--- src/rtl/mix_chain_sequencer_if.sv ---
// mix_chain_sequencer_if: host configuration, run control and valve-driver
// signals of the mixing-chain sequencer, bundled into one port.
// master = host side, slave = sequencer side.
interface mix_chain_sequencer_if #(
    parameter int N_INLETS = 3,
    parameter int CNT_W    = 16,
    parameter int IDX_W    = (N_INLETS > 1) ? $clog2(N_INLETS) : 1
);
    logic                cfg_we;
    logic [IDX_W-1:0]    cfg_idx;
    logic [CNT_W-1:0]    cfg_dwell;
    logic [CNT_W-1:0]    cfg_flush;
    logic                start;
    logic [N_INLETS-1:0] inlet_mask;
    logic                abort;
    logic [N_INLETS-1:0] valve_in;
    logic                valve_out;
    logic [IDX_W-1:0]    cur_inlet;
    logic                busy;
    logic                done;
    logic                aborted;

    modport master (
        output cfg_we, cfg_idx, cfg_dwell, cfg_flush, start, inlet_mask, abort,
        input  valve_in, valve_out, cur_inlet, busy, done, aborted
    );

    modport slave (
        input  cfg_we, cfg_idx, cfg_dwell, cfg_flush, start, inlet_mask, abort,
        output valve_in, valve_out, cur_inlet, busy, done, aborted
    );
endinterface

--- src/rtl/mix_chain_sequencer.sv ---
// mix_chain_sequencer: opens the enabled inlet valves of a serial mixing
// chain one at a time in ascending order, each for its programmed dwell,
// with an all-closed settle interval after every inlet.
// Define MIXSEQ_FLUSH_EN to compile in the outlet flush phase and its
// flush-length register; without it valve_out is tied low.
module mix_chain_sequencer #(
    parameter int N_INLETS      = 3,
    parameter int CNT_W         = 16,
    parameter int SETTLE_CYCLES = 4
) (
    input  logic clk,
    input  logic rst_n,
    mix_chain_sequencer_if.slave bus
);
    localparam int IDX_W = (N_INLETS > 1) ? $clog2(N_INLETS) : 1;
    localparam int SET_W = $clog2(SETTLE_CYCLES + 1);

    typedef enum logic [2:0] {
        IDLE,
        OPEN,
        SETTLE,
`ifdef MIXSEQ_FLUSH_EN
        FLUSH,
`endif
        FIN
    } state_t;

    state_t              state;
    logic [CNT_W-1:0]    dwell [N_INLETS];
    logic [N_INLETS-1:0] run_mask;
    logic [N_INLETS-1:0] valve_in_r;
    logic [CNT_W-1:0]    cnt;
    logic [SET_W-1:0]    settle_cnt;
    logic [IDX_W-1:0]    cur;
    logic                busy_r;
    logic                done_r;
    logic                aborted_r;

`ifdef MIXSEQ_FLUSH_EN
    logic [CNT_W-1:0]    flush_len;
    logic                valve_out_r;
    logic                flush_go;
`endif

    logic [N_INLETS-1:0] scan_mask;
    logic                sel_found;
    logic [IDX_W-1:0]    sel_idx;
    logic [CNT_W-1:0]    sel_dwell;
    logic [N_INLETS-1:0] sel_onehot;
    logic                abort_run;
    logic                advance;
    logic                cfg_ok;

    // Pick the lowest qualifying inlet: from the live mask when starting,
    // otherwise from the captured mask strictly above the inlet just served.
    always_comb begin
        scan_mask  = (state == IDLE) ? bus.inlet_mask : run_mask;
        sel_found  = 1'b0;
        sel_idx    = '0;
        sel_dwell  = '0;
        sel_onehot = '0;
        for (int i = N_INLETS - 1; i >= 0; i--) begin
            if (scan_mask[i] && (dwell[i] != '0) &&
                ((state == IDLE) || (IDX_W'(i) > cur))) begin
                sel_found     = 1'b1;
                sel_idx       = IDX_W'(i);
                sel_dwell     = dwell[i];
                sel_onehot    = '0;
                sel_onehot[i] = 1'b1;
            end
        end
    end

    // Abort only matters during a run; advancing covers both the start of a
    // run and the end of each settle interval.
    assign abort_run = bus.abort && busy_r;
    assign advance   = ((state == IDLE) && bus.start && !bus.abort) ||
                       ((state == SETTLE) && !bus.abort && (settle_cnt == SET_W'(1)));
    assign cfg_ok    = bus.cfg_we && !busy_r && (int'(bus.cfg_idx) < N_INLETS);

`ifdef MIXSEQ_FLUSH_EN
    assign flush_go  = (flush_len != '0);
`endif

    // Configuration registers; frozen while a run is in progress.
    always_ff @(posedge clk or negedge rst_n) begin
        if (!rst_n) begin
            for (int i = 0; i < N_INLETS; i++) dwell[i] <= '0;
`ifdef MIXSEQ_FLUSH_EN
            flush_len <= '0;
`endif
        end else if (cfg_ok) begin
            for (int i = 0; i < N_INLETS; i++) begin
                if (bus.cfg_idx == IDX_W'(i)) dwell[i] <= bus.cfg_dwell;
            end
`ifdef MIXSEQ_FLUSH_EN
            flush_len <= bus.cfg_flush;
`endif
        end
    end

    // Sequencer FSM with registered valve and status outputs.
    always_ff @(posedge clk or negedge rst_n) begin
        if (!rst_n) begin
            state       <= IDLE;
            run_mask    <= '0;
            valve_in_r  <= '0;
            cnt         <= '0;
            settle_cnt  <= '0;
            cur         <= '0;
            busy_r      <= 1'b0;
            done_r      <= 1'b0;
            aborted_r   <= 1'b0;
`ifdef MIXSEQ_FLUSH_EN
            valve_out_r <= 1'b0;
`endif
        end else begin
            done_r    <= 1'b0;
            aborted_r <= 1'b0;
            if (abort_run) begin
                state       <= IDLE;
                valve_in_r  <= '0;
                cnt         <= '0;
                settle_cnt  <= '0;
                busy_r      <= 1'b0;
                aborted_r   <= 1'b1;
`ifdef MIXSEQ_FLUSH_EN
                valve_out_r <= 1'b0;
`endif
            end else if (advance) begin
                if (state == IDLE) run_mask <= bus.inlet_mask;
                settle_cnt <= '0;
                if (sel_found) begin
                    state      <= OPEN;
                    valve_in_r <= sel_onehot;
                    cur        <= sel_idx;
                    cnt        <= sel_dwell;
                    busy_r     <= 1'b1;
                end
`ifdef MIXSEQ_FLUSH_EN
                else if (flush_go) begin
                    state       <= FLUSH;
                    valve_out_r <= 1'b1;
                    cnt         <= flush_len;
                    busy_r      <= 1'b1;
                end
`endif
                else begin
                    state  <= FIN;
                    busy_r <= 1'b0;
                    done_r <= 1'b1;
                end
            end else begin
                case (state)
                    OPEN: begin
                        if (cnt == CNT_W'(1)) begin
                            state      <= SETTLE;
                            valve_in_r <= '0;
                            cnt        <= '0;
                            settle_cnt <= SET_W'(SETTLE_CYCLES);
                        end else begin
                            cnt <= cnt - CNT_W'(1);
                        end
                    end
                    SETTLE: settle_cnt <= settle_cnt - SET_W'(1);
`ifdef MIXSEQ_FLUSH_EN
                    FLUSH: begin
                        if (cnt == CNT_W'(1)) begin
                            state       <= FIN;
                            valve_out_r <= 1'b0;
                            cnt         <= '0;
                            busy_r      <= 1'b0;
                            done_r      <= 1'b1;
                        end else begin
                            cnt <= cnt - CNT_W'(1);
                        end
                    end
`endif
                    FIN:     state <= IDLE;
                    default: state <= state;
                endcase
            end
        end
    end

    assign bus.valve_in  = valve_in_r;
    assign bus.cur_inlet = cur;
    assign bus.busy      = busy_r;
    assign bus.done      = done_r;
    assign bus.aborted   = aborted_r;

`ifdef MIXSEQ_FLUSH_EN
    assign bus.valve_out = valve_out_r;
`else
    logic unused_flush;
    assign unused_flush  = ^bus.cfg_flush;
    assign bus.valve_out = 1'b0;
`endif
endmodule

--- src/flat_wrapper.sv ---
// flat-port wrapper written by rule: the top's interface ports become plain ports
module mix_chain_sequencer_flat 
#(
    parameter int N_INLETS      = 3,
    parameter int CNT_W         = 16,
    parameter int SETTLE_CYCLES = 4
)
  (clk, rst_n, bus_cfg_we, bus_cfg_idx, bus_cfg_dwell, bus_cfg_flush, bus_start, bus_inlet_mask, bus_abort, bus_valve_in, bus_valve_out, bus_cur_inlet, bus_busy, bus_done, bus_aborted);
  mix_chain_sequencer_if #(.N_INLETS(N_INLETS), .CNT_W(CNT_W)) bus_i ();
  input  logic clk;
  input  logic rst_n;
  input wire logic [$bits(bus_i.cfg_we)-1:0] bus_cfg_we;
  input wire logic [$bits(bus_i.cfg_idx)-1:0] bus_cfg_idx;
  input wire logic [$bits(bus_i.cfg_dwell)-1:0] bus_cfg_dwell;
  input wire logic [$bits(bus_i.cfg_flush)-1:0] bus_cfg_flush;
  input wire logic [$bits(bus_i.start)-1:0] bus_start;
  input wire logic [$bits(bus_i.inlet_mask)-1:0] bus_inlet_mask;
  input wire logic [$bits(bus_i.abort)-1:0] bus_abort;
  output wire logic [$bits(bus_i.valve_in)-1:0] bus_valve_in;
  output wire logic [$bits(bus_i.valve_out)-1:0] bus_valve_out;
  output wire logic [$bits(bus_i.cur_inlet)-1:0] bus_cur_inlet;
  output wire logic [$bits(bus_i.busy)-1:0] bus_busy;
  output wire logic [$bits(bus_i.done)-1:0] bus_done;
  output wire logic [$bits(bus_i.aborted)-1:0] bus_aborted;
  assign bus_i.cfg_we = bus_cfg_we;
  assign bus_i.cfg_idx = bus_cfg_idx;
  assign bus_i.cfg_dwell = bus_cfg_dwell;
  assign bus_i.cfg_flush = bus_cfg_flush;
  assign bus_i.start = bus_start;
  assign bus_i.inlet_mask = bus_inlet_mask;
  assign bus_i.abort = bus_abort;
  assign bus_valve_in = bus_i.valve_in;
  assign bus_valve_out = bus_i.valve_out;
  assign bus_cur_inlet = bus_i.cur_inlet;
  assign bus_busy = bus_i.busy;
  assign bus_done = bus_i.done;
  assign bus_aborted = bus_i.aborted;
  mix_chain_sequencer #(.N_INLETS(N_INLETS), .CNT_W(CNT_W), .SETTLE_CYCLES(SETTLE_CYCLES)) u_core (.clk(clk), .rst_n(rst_n), .bus(bus_i));
endmodule
--- config.mk ---
export PLATFORM = sky130hd
export DESIGN_NAME = mix_chain_sequencer_flat
export DESIGN_NICKNAME = d
export VERILOG_FILES = /design/src/rtl/mix_chain_sequencer_if.sv /design/src/rtl/mix_chain_sequencer.sv /design/src/flat_wrapper.sv
export SDC_FILE = /design/constraint.sdc
export NUM_CORES = 1
export LEC_CHECK = 0
export ABC_CLOCK_PERIOD_IN_PS = 5750
export BUFFER_PORTS_ARGS = -buffer_cell sky130_fd_sc_hd__buf_2
export CAP_MARGIN = 20
export CORE_ASPECT_RATIO = 0.9
export CORE_UTILIZATION = 60
export CTS_CLUSTER_DIAMETER = 150
export CTS_CLUSTER_SIZE = 10
export DETAILED_ROUTE_END_ITERATION = 6
export GPL_TIMING_DRIVEN = 1
export PLACE_DENSITY = 0.84
export RECOVER_POWER = 50
export SLEW_MARGIN = 20
export SYNTH_ARGS = -nofsm -noshare
export SYNTH_HDL_FRONTEND = slang
export SYNTH_SLANG_ARGS = --single-unit
--- constraint.sdc ---
create_clock -name clk -period 5.75 [get_ports clk]
set_input_delay 1.15 -clock clk [delete_from_list [all_inputs] [get_ports clk]]
set_output_delay 1.15 -clock clk [all_outputs]
set_load 0.005 [all_outputs]
# Yosys cells after proc, flatten, opt, wreduce, memory -nomap -nowiden
# Cells that the tools add are included.
[classes]
n_eq_ne = 9
muxes = 39
addsub = 2
div = 0
shifts = 0
bitwise = 1
n_reduce_logical = 38
n_lt_le_gt_ge = 4
mul = 0
[ops]
columns = ["cell", "count"]
rows = [
  ["16-bit 2-to-1 mux", 8],
  ["16-bit nonzero test", 3],
  ["3-bit 2-to-1 mux", 15],
  ["16-bit by 1-bit equality test with 1-bit output, second input constant", 1],
  ["16-bit by 1-bit subtractor with 16-bit output, second input constant", 1],
  ["2-bit AND reduction", 7],
  ["1-bit logical AND", 13],
  ["3-bit case mux with 2 select lines", 2],
  ["1-bit 2-to-1 mux", 10],
  ["2-bit 2-to-1 mux", 4],
  ["4-bit nonzero test", 2],
  ["3-bit by 1-bit equality test with 1-bit output, second input constant", 2],
  ["3-bit by 2-bit equality test with 1-bit output, second input constant", 2],
  ["3-bit AND reduction", 2],
  ["3-bit nonzero test", 2],
  ["1-bit by 2-bit > comparator with 1-bit output, first input constant", 2],
  ["1-bit logical OR", 4],
  ["4-bit by 1-bit != test with 1-bit output, second input constant", 1],
  ["3-bit zero test", 1],
  ["3-bit by 1-bit != test with 1-bit output, second input constant", 1],
  ["3-bit by 1-bit subtractor with 3-bit output, second input constant", 1],
  ["2-bit by 1-bit equality test with 1-bit output, second input constant", 1],
  ["2-bit equality test, second input constant", 1],
  ["2-bit > comparator, first input constant", 1],
  ["other kinds (5)", 6],
]
[word_totals]
output_inout_bits = 9
ram_bits = 0
mem_bits_ro = 0
word_cells = 105
latch_bits = 0
reg_bits = 81
mem_count = 0

# Depth between registers and ports, before layout
# Gate-level depths: netlist of run 1.
[logic_depth]
ltp_word = 10
ltp_mapped = 10
ltp_nobuf = 8

# Worst setup path after synthesis of run 1
# OpenSTA, ideal clock, no wires.
[synth_path]
path_type = "input to register"
startpoint = "input bus_cfg_we"
endpoint = "register u_core.dwell[32] in the netlist's numbering"
arrival_ns = 2.321
setup_slack_ns = 3.305
required_ns = 5.625
stages = 4
cell_sequence = "nand2b_1 nor3_2 clkbuf_1 mux2_2"
[synth_via]
elab_chain_cells = 3
[synth_rtl]
columns = ["element", "line_no", "source"]
rows = [
  ["from (decl)", "flat_wrapper.sv:12", "input wire logic [$bits(bus_i.cfg_we)-1:0] bus_cfg_we;"],
  ["1-bit logical AND (2 in a row)", "mix_chain_sequencer.sv:79", "assign cfg_ok = bus.cfg_we && !busy_r && (int'(bus.cfg_idx) < N_INLETS);"],
  ["2-bit AND reduction (no source line)", "--", ""],
  ["to (signal, indexed assignment)", "mix_chain_sequencer.sv:94", "if (bus.cfg_idx == IDX_W'(i)) dwell[i] <= bus.cfg_dwell;"],
  ["to (decl)", "mix_chain_sequencer.sv:29", "logic [CNT_W-1:0] dwell [N_INLETS];"],
]
# No other way between the ends.
# A chain may end at the register's enable or synchronous reset.

# Worst setup path in the final report of run 1
[layout_path]
startpoint = "register u_core.state[0]"
endpoint = "register u_core.cnt[7]"
[layout_via]
elab_chain_cells = 10
[layout_rtl]
columns = ["element", "line_no", "source"]
rows = [
  ["from (decl)", "mix_chain_sequencer.sv:28", "state_t state;"],
  ["from (signal assigned)", "mix_chain_sequencer.sv:180", "default: state <= state;"],
  ["3-bit zero test", "mix_chain_sequencer.sv:57, mix_chain_sequencer.sv:64, mix_chain_sequencer.sv:77", ""],
  ["3-bit 2-to-1 mux", "mix_chain_sequencer.sv:57", "scan_mask = (state == IDLE) ? bus.inlet_mask : run_mask;"],
  ["1-bit logical AND (2 in a row)", "mix_chain_sequencer.sv:63", "if (scan_mask[i] && (dwell[i] != '0) &&"],
  ["16-bit 2-to-1 mux (3 in a row)", "mix_chain_sequencer.sv:63", ""],
  ["16-bit 2-to-1 mux", "mix_chain_sequencer.sv:133", "if (sel_found) begin"],
  ["16-bit 2-to-1 mux", "mix_chain_sequencer.sv:130", "end else if (advance) begin"],
  ["16-bit 2-to-1 mux", "mix_chain_sequencer.sv:120", "if (abort_run) begin"],
  ["to (signal assigned)", "mix_chain_sequencer.sv:137", "cnt <= sel_dwell;"],
  ["to (signal assigned)", "mix_chain_sequencer.sv:162", "cnt <= cnt - CNT_W'(1);"],
  ["to (decl)", "mix_chain_sequencer.sv:32", "logic [CNT_W-1:0] cnt;"],
]
# Several ways; a longest one is shown, not always the timed one. The select of a mux whose other input is x is not followed.

==> reports/qor.yml, run 1 <==
tightest_slew_ns: 0.978
finalMaxSlewViolations: 0
grt_pass1_vias: 2880
start_util: 0.627
place_area_sq_mm: 0.00436
drt_iter0_drc: 328
finalNonFillerCells: 483
setup_violations: 0
hold_buffers: 0
p_int_uw: 1460
synth_area_per_cell_sq_um: 11.6
clockBufferDepth: 2
post-synth-top-count-cell: "dfrtp_1"
synth_fp_nets: 407
synth_edf_count: 0
synth_commonest_cells: "dfrtp_1, mux2_2, o21ai_0"
reg2reg_slack_ns: 2.87
ys_async_sr_fraction: 1.00
combPwrFrac: 0.406
synth_top_area_frac: 0.476
period_minus_slack_ns: 2.88
max_freq_ghz: 0.347
crit_slowest_cell: "o41ai_4"
htreeDepth: 3
maxSlewHeadroom: 0.348
arrival_ns: 3.13
io_buffers: 33
worst_r2r_endpoint: "u_core.cnt[7]"
crit_family: "compound AO/OA/AOI/OAI gates"
viasPerCell: 6.57
detail_route.wirelength_um: 9240
reg2regPathDepth: 8
crit_chain: "inv_1, ha_1, o41ai_4, buf_4, a21oi_2, a221oi_1, o21ai_0, a22o_1"
crit_required_ns: 6.00
hpwl_um: 6380
grt-ovfl-total: 0
clkSinkCount: 79
gr-usage-all-layers: 0.267
critPathKind: "reg2reg"
grt_first_pass_wirelength_um: 14900
regToRegStartpoint: "u_core.state[0]"
max_stage_delay_ns: 0.56
antenna_found_initial: 0
p_clk_frac: 0.188
finish.instance_area_sq_mm: 0.00458
nFillCells: 472
cts_tree: "built"
dieHeight_um: 80.9
die_w_um: 89.7
cp-start-kind: "flop"
min_from: "u_core.bus.valve_in[0]"
holdPathStages: 1
ant_nets: 0
crit_buf_inv: 2
cts_resized: 0
synth_warnings: 0
drive_gt1_frac: 0.293
ys.flop_type: "dfrtp_1"
drc: 0
grt_max_degree: 80
clk_pin_slew_ns: 0.08
vias: 3172
period_share: 0.501
switchingPower_uw: 978
drtPass1Iterations: 5
irDropWorstVdd_v: 0.000327
rsz0062_at_grt: "false"
clkLatencyLatePin_ns: 0.37
worstHoldPathType: "reg2reg"
yosysTopAreaCell: "dfrtp_1"
core_sq_mm: 0.00662
cts_made_buffers: 9
wl_per_cell_um: 19.1
ys_types: 60
seq_area_frac_synth: 0.476
multi_input_comb_area_sq_mm: 0.00203
synth_seq_cells: 79
powerDensity_mw_per_mm2: 533
synthCells: 357
switching_share: 0.401
ff_latch_area_sq_mm: 0.00198
post_cts_buffers: 0
root_buffer: "clkbuf_8"
maxCapViolCount: 0
diodes: 0
floorplan.io_pins: 51
run_status: "finished, final reports clean"
end_kind: "flop"
num-nets-final: 439
cp_max_fo: 15
clock_skew_ns: 0.0104
syn-cell-area_sq_mm: 0.00415
routabilityCongestion: 0.903
tns_ns: 0
rows: 28
die_area_sq_mm: 0.00726
seqPwrFrac: 0.406
hold_viol: 0
synth.area.top_cells: "dfrtp_1, mux2_2, a22o_1, o21ai_0, a221oi_1"
hold_end: "u_core.bus.valve_in[0]"
placed_cells: 467
area_growth_pct: 10.2
p_leak_uw: 0.00191
[flip-flops by register name, summed over array words and instances, names as in the netlist, 2 cells and up]
name and cells:
u_core.bus.cur_inlet 2, u_core.bus.valve_in 3, u_core.cnt 16, u_core.dwell 48, u_core.run_mask 2, u_core.settle_cnt 3
u_core.state 2
[worst max path at each step]
stage	start	to	slack (ns)	cells after the start
floorplan	bus_cfg_we	u_core.dwell[32]	3.30	4
global placement	u_core.state[0]	u_core.cnt[7]	2.69	7
detailed placement	u_core.state[0]	u_core.cnt[7]	2.61	7
CTS	u_core.state[0]	u_core.cnt[7]	2.59	7
global route	u_core.state[1]	u_core.bus.valve_in[2]	2.71	8
finish	u_core.state[0]	u_core.cnt[7]	2.87	8
[cell families after synthesis]
kind of cell	share of synthesized area
compound gates	0.199
xor+xnor	0.00211
fa+ha+maj	0.0241
buf+inv	0.0334
flops	0.476
mux	0.133
other cells	0.000903
simple gates	0.132
[cell type report]
type                            instances  share of cell area
Inverter                               12             0.00984
Clock buffer                           10              0.0301
Multi-Input combinational cell        250               0.444
Sequential cell                        79               0.432
Timing Repair Buffer                   37              0.0413
Clock inverter                          5              0.0178
Tap cell                               90              0.0246
[routing by layer]
metal	wire, um	vias to the layer above	global-route usage
li1	-	1435	-
met1	4150	1568	0.376
met2	4320	153	0.415
met3	655	16	0.0599
met4	122	0	0.0869
met5	0	-	0
[cell usage in the layout (no fill, tap or decap), types with 9 or more instances in the layout]
cell type / netlist / routed
buf_2: 3 / 31
nor4_1: 10 / 10
clkbuf_8: 0 / 10
inv_1: 12 / 12
a22o_1: 15 / 15
nand2_1: 16 / 16
dfrtp_1: 79 / 79
a221oi_1: 14 / 14
o21ai_0: 25 / 25
nor2_1: 14 / 14
nor3_1: 8 / 9
mux2_2: 49 / 49
[stage by stage]
stage / setup slack [ns] / util / power [uW] / hold slack, ns
global route: 2.71 / 0.691 / 2590 / 0.520
detailed placement: 2.61 / 0.659 / 1950 / 0.486
floorplan: 3.30 / - / 1710 / 0.474
finish: 2.87 / 0.691 / 2440 / 0.511
CTS: 2.59 / 0.692 / 2410 / 0.510
global placement: 2.69 / 0.659 / 1910 / 0.485
[power by group through the flow]
stage	registers, uW	logic, uW	clock network [uW]
6_report	991	991	457
3_3_place_gp	976	935	0
3_5_place_dp	991	962	0
2_1_floorplan	927	787	0
4_1_cts	982	970	459
5_1_grt	1010	1090	484
Note: power is estimated with default switching activity, not from simulation.
==> run 2, diff against run 1 <==
--- a/config.mk
+++ b/config.mk
@@ -5,16 +5,17 @@
 export SDC_FILE = /design/constraint.sdc
 export NUM_CORES = 1
 export LEC_CHECK = 0
-export ABC_CLOCK_PERIOD_IN_PS = 5750
+export ABC_AREA = 1
+export ABC_CLOCK_PERIOD_IN_PS = 2600
 export BUFFER_PORTS_ARGS = -buffer_cell sky130_fd_sc_hd__buf_2
 export CAP_MARGIN = 20
 export CORE_ASPECT_RATIO = 0.9
-export CORE_UTILIZATION = 60
+export CORE_UTILIZATION = 53
 export CTS_CLUSTER_DIAMETER = 150
 export CTS_CLUSTER_SIZE = 10
 export DETAILED_ROUTE_END_ITERATION = 6
 export GPL_TIMING_DRIVEN = 1
-export PLACE_DENSITY = 0.84
+export PLACE_DENSITY = 0.78
 export RECOVER_POWER = 50
 export SLEW_MARGIN = 20
 export SYNTH_ARGS = -nofsm -noshare
==> constraint.sdc (replaced) <==
create_clock -name clk -period 2.6 [get_ports clk]
set_input_delay 0.52 -clock clk [delete_from_list [all_inputs] [get_ports clk]]
set_output_delay 0.52 -clock clk [all_outputs]
set_load 0.005 [all_outputs]
==> reports/qor.yml, run 2 <==
fin_hold_ws_ns: 0.372
detail_route.wirelength_um: 10500
total_power_uw: 5700
syn-cell-area_sq_mm: 0.00445
rows: 31
crit_required_ns: 2.90
yosysTopAreaCell: "dfrtp_1"
max_freq_ghz: 0.449
ant_nets: 0
synth_warnings: 0
p_leak_uw: 0.00282
cp_max_fo: 17
powerDensity_mw_per_mm2: 1150
dieHeight_um: 88.9
finalNonFillerCells: 765
wl_per_cell_um: 13.7
start_util: 0.548
top_regs: "u_core.dwell: 48 flops, u_core.cnt: 16 flops"
cp-start-kind: "flop"
run_status: "finished with violations"
ys_types: 32
synth.area.top_cells: "dfrtp_1, nand2_1, o21ai_0, inv_1, nand3_1"
clk_pin_slew_ns: 0.09
drtPass1Iterations: 7
crit_family: "compound AO/OA/AOI/OAI gates"
post-synth-top-count-cell: "nand2_1"
grt_pass1_vias: 3767
die_w_um: 98.5
gr-usage-all-layers: 0.264
io_buffers: 33
synth_edf_count: 0
cts_made_buffers: 9
maxCapViolCount: 0
final_cell_mix: "nand2_1, dfrtp_1, inv_1, o21ai_0, nor2_1"
largest_reg_flops: 48
grt_first_pass_wirelength_um: 17600
end_kind: "flop"
synth_area_per_cell_sq_um: 7.06
tightest_slew_ns: 1.14
ys.flop_type: "dfrtp_1"
nFillCells: 723
rsz0062_at_grt: "false"
layout_commonest_cell: "nand2_1"
num-nets-final: 711
antenna_found_initial: 0
hpwl_um: 7270
core_sq_mm: 0.00811
synth_fp_nets: 680
diodes: 0
synthCells: 630
cp_common_cell: "nand2_1"
violations: "design-rule violations"
viasPerCell: 5.29
drc: 9
maxSlewHeadroom: 0.238
htreeDepth: 3
crit_buf_inv: 3
synth_commonest_cells: "nand2_1, dfrtp_1, inv_1, o21ai_0, nor2_1"
routabilityCongestion: 0.863
area_growth_pct: 11.1
setup_violations: 0
vias: 4045
post_cts_buffers: 0
drive_gt1_frac: 0.119
arrival_ns: 2.52
floorplan.io_pins: 51
placed_cells: 749
clkLatencyLatePin_ns: 0.36
clkSinkCount: 79
grt_max_degree: 47
critPathKind: "reg2reg"
grt-ovfl-total: 0
seq_area_frac_synth: 0.445
clock_skew_ns: 0.00909
cts_resized: 0
period_share: 0.857
cts_tree: "built"
largest_register: "u_core.dwell"
fin_ws_ns: 0.372
crit_chain: "inv_1, ha_1, inv_2, nand2_1, o21ai_1, inv_1, a21oi_4, nand3_1, nand2_1, nand2_1, nand2_1, nand2_1, nand2_1"
tns_ns: 0
synth_top_area_frac: 0.445
clockBufferDepth: 2
die_area_sq_mm: 0.00876
drt_iter0_drc: 246
place_ws_ns: 0.425
synth_seq_cells: 79
hold_viol: 0
max_stage_delay_ns: 0.41
hold_buffers: 0
period_minus_slack_ns: 2.23
finalMaxSlewViolations: 0
worstHoldPathType: "in2async"
ys_async_sr_fraction: 1.00
root_buffer: "clkbuf_8"
irDropWorstVdd_v: 0.000471
crit_slowest_cell: "dfrtp_1"
[run 2: cell types whose count changed in the layout (fill, tap and decap cells not counted), sizes merged, moves of 15 or more]
| cell | change |
|---|---|
| o21ai | +43 |
| mux2 | -48 |
| nor2 | +44 |
| nand2 | +213 |
| inv | +65 |
| nand3 | +47 |
| a22o | -15 |
[run 2: path summary, 6_finish.rpt]
path,start,to,slack [ns],cells past startpoint
worst max-delay path,u_core.state[1],u_core.cnt[10],0.37,13
worst min-delay path,rst_n,u_core.bus.valve_in[2],0.37,1
worst max register to register,u_core.state[1],u_core.cnt[10],0.37,13
worst min register to register,u_core.bus.valve_in[1],u_core.bus.valve_in[1],0.48,2
max in group asynchronous,rst_n,u_core.cnt[1],0.76,2
min in group clk,bus_inlet_mask[1],u_core.run_mask[1],0.42,2
[run 2: layout make-up]
class                      instances  area, sq um  area share
clock buffer                       9          124      0.0251
timing repair buffer              43          236      0.0479
multi-input combinational        450         2060       0.418
tap                               99          124      0.0251
sequential                        79         1980       0.400
inverter                          78          293      0.0593
clock inverter                     7          121      0.0246
[run 2: cell families (layout without fill, tap and decap cells)]
family | after synthesis | in the layout | share of synthesized area
AO/OA/AOI/OAI | 80 | 80 | 0.0963
multiplexers | 1 | 1 | 0.00253
XOR/XNOR | 7 | 7 | 0.0138
AND/OR/NAND/NOR | 353 | 353 | 0.328
flip-flops | 79 | 79 | 0.445
other | 1 | 1 | 0.000844
adder cells (fa/ha/maj) | 8 | 8 | 0.0225
buffers and inverters | 101 | 137 | 0.0909
[run 2: power by group]
| group | leakage [uW] | switching (uW) | total [uW] | internal (uW) |
|---|---|---|---|---|
| Clock | 0.000123 | 481 | 1120 | 641 |
| Sequential | 0.000998 | 400 | 2090 | 1690 |
| Combinational | 0.00170 | 1590 | 2490 | 896 |
| Total | 0.00282 | 2470 | 5700 | 3230 |
[run 2: metrics by stage]
stage | area (sq um) | utilization
2_1_floorplan | 4450 | -
3_3_place_gp | 4710 | 0.581
3_5_place_dp | 4710 | 0.581
4_1_cts | 4960 | 0.612
5_1_grt | 4940 | 0.609
6_report | 4940 | 0.609
[run 2: layer usage]
layer / part of all wire / up-vias / wire [um] / GRT usage
met1: 0.44 / 1861 / 4620 / 0.332
met3: 0.060 / 25 / 630 / 0.0616
li1: - / 2019 / - / -
met2: 0.48 / 140 / 5010 / 0.454
met5: 0 / - / 0 / 0
met4: 0.023 / 0 / 238 / 0.0923
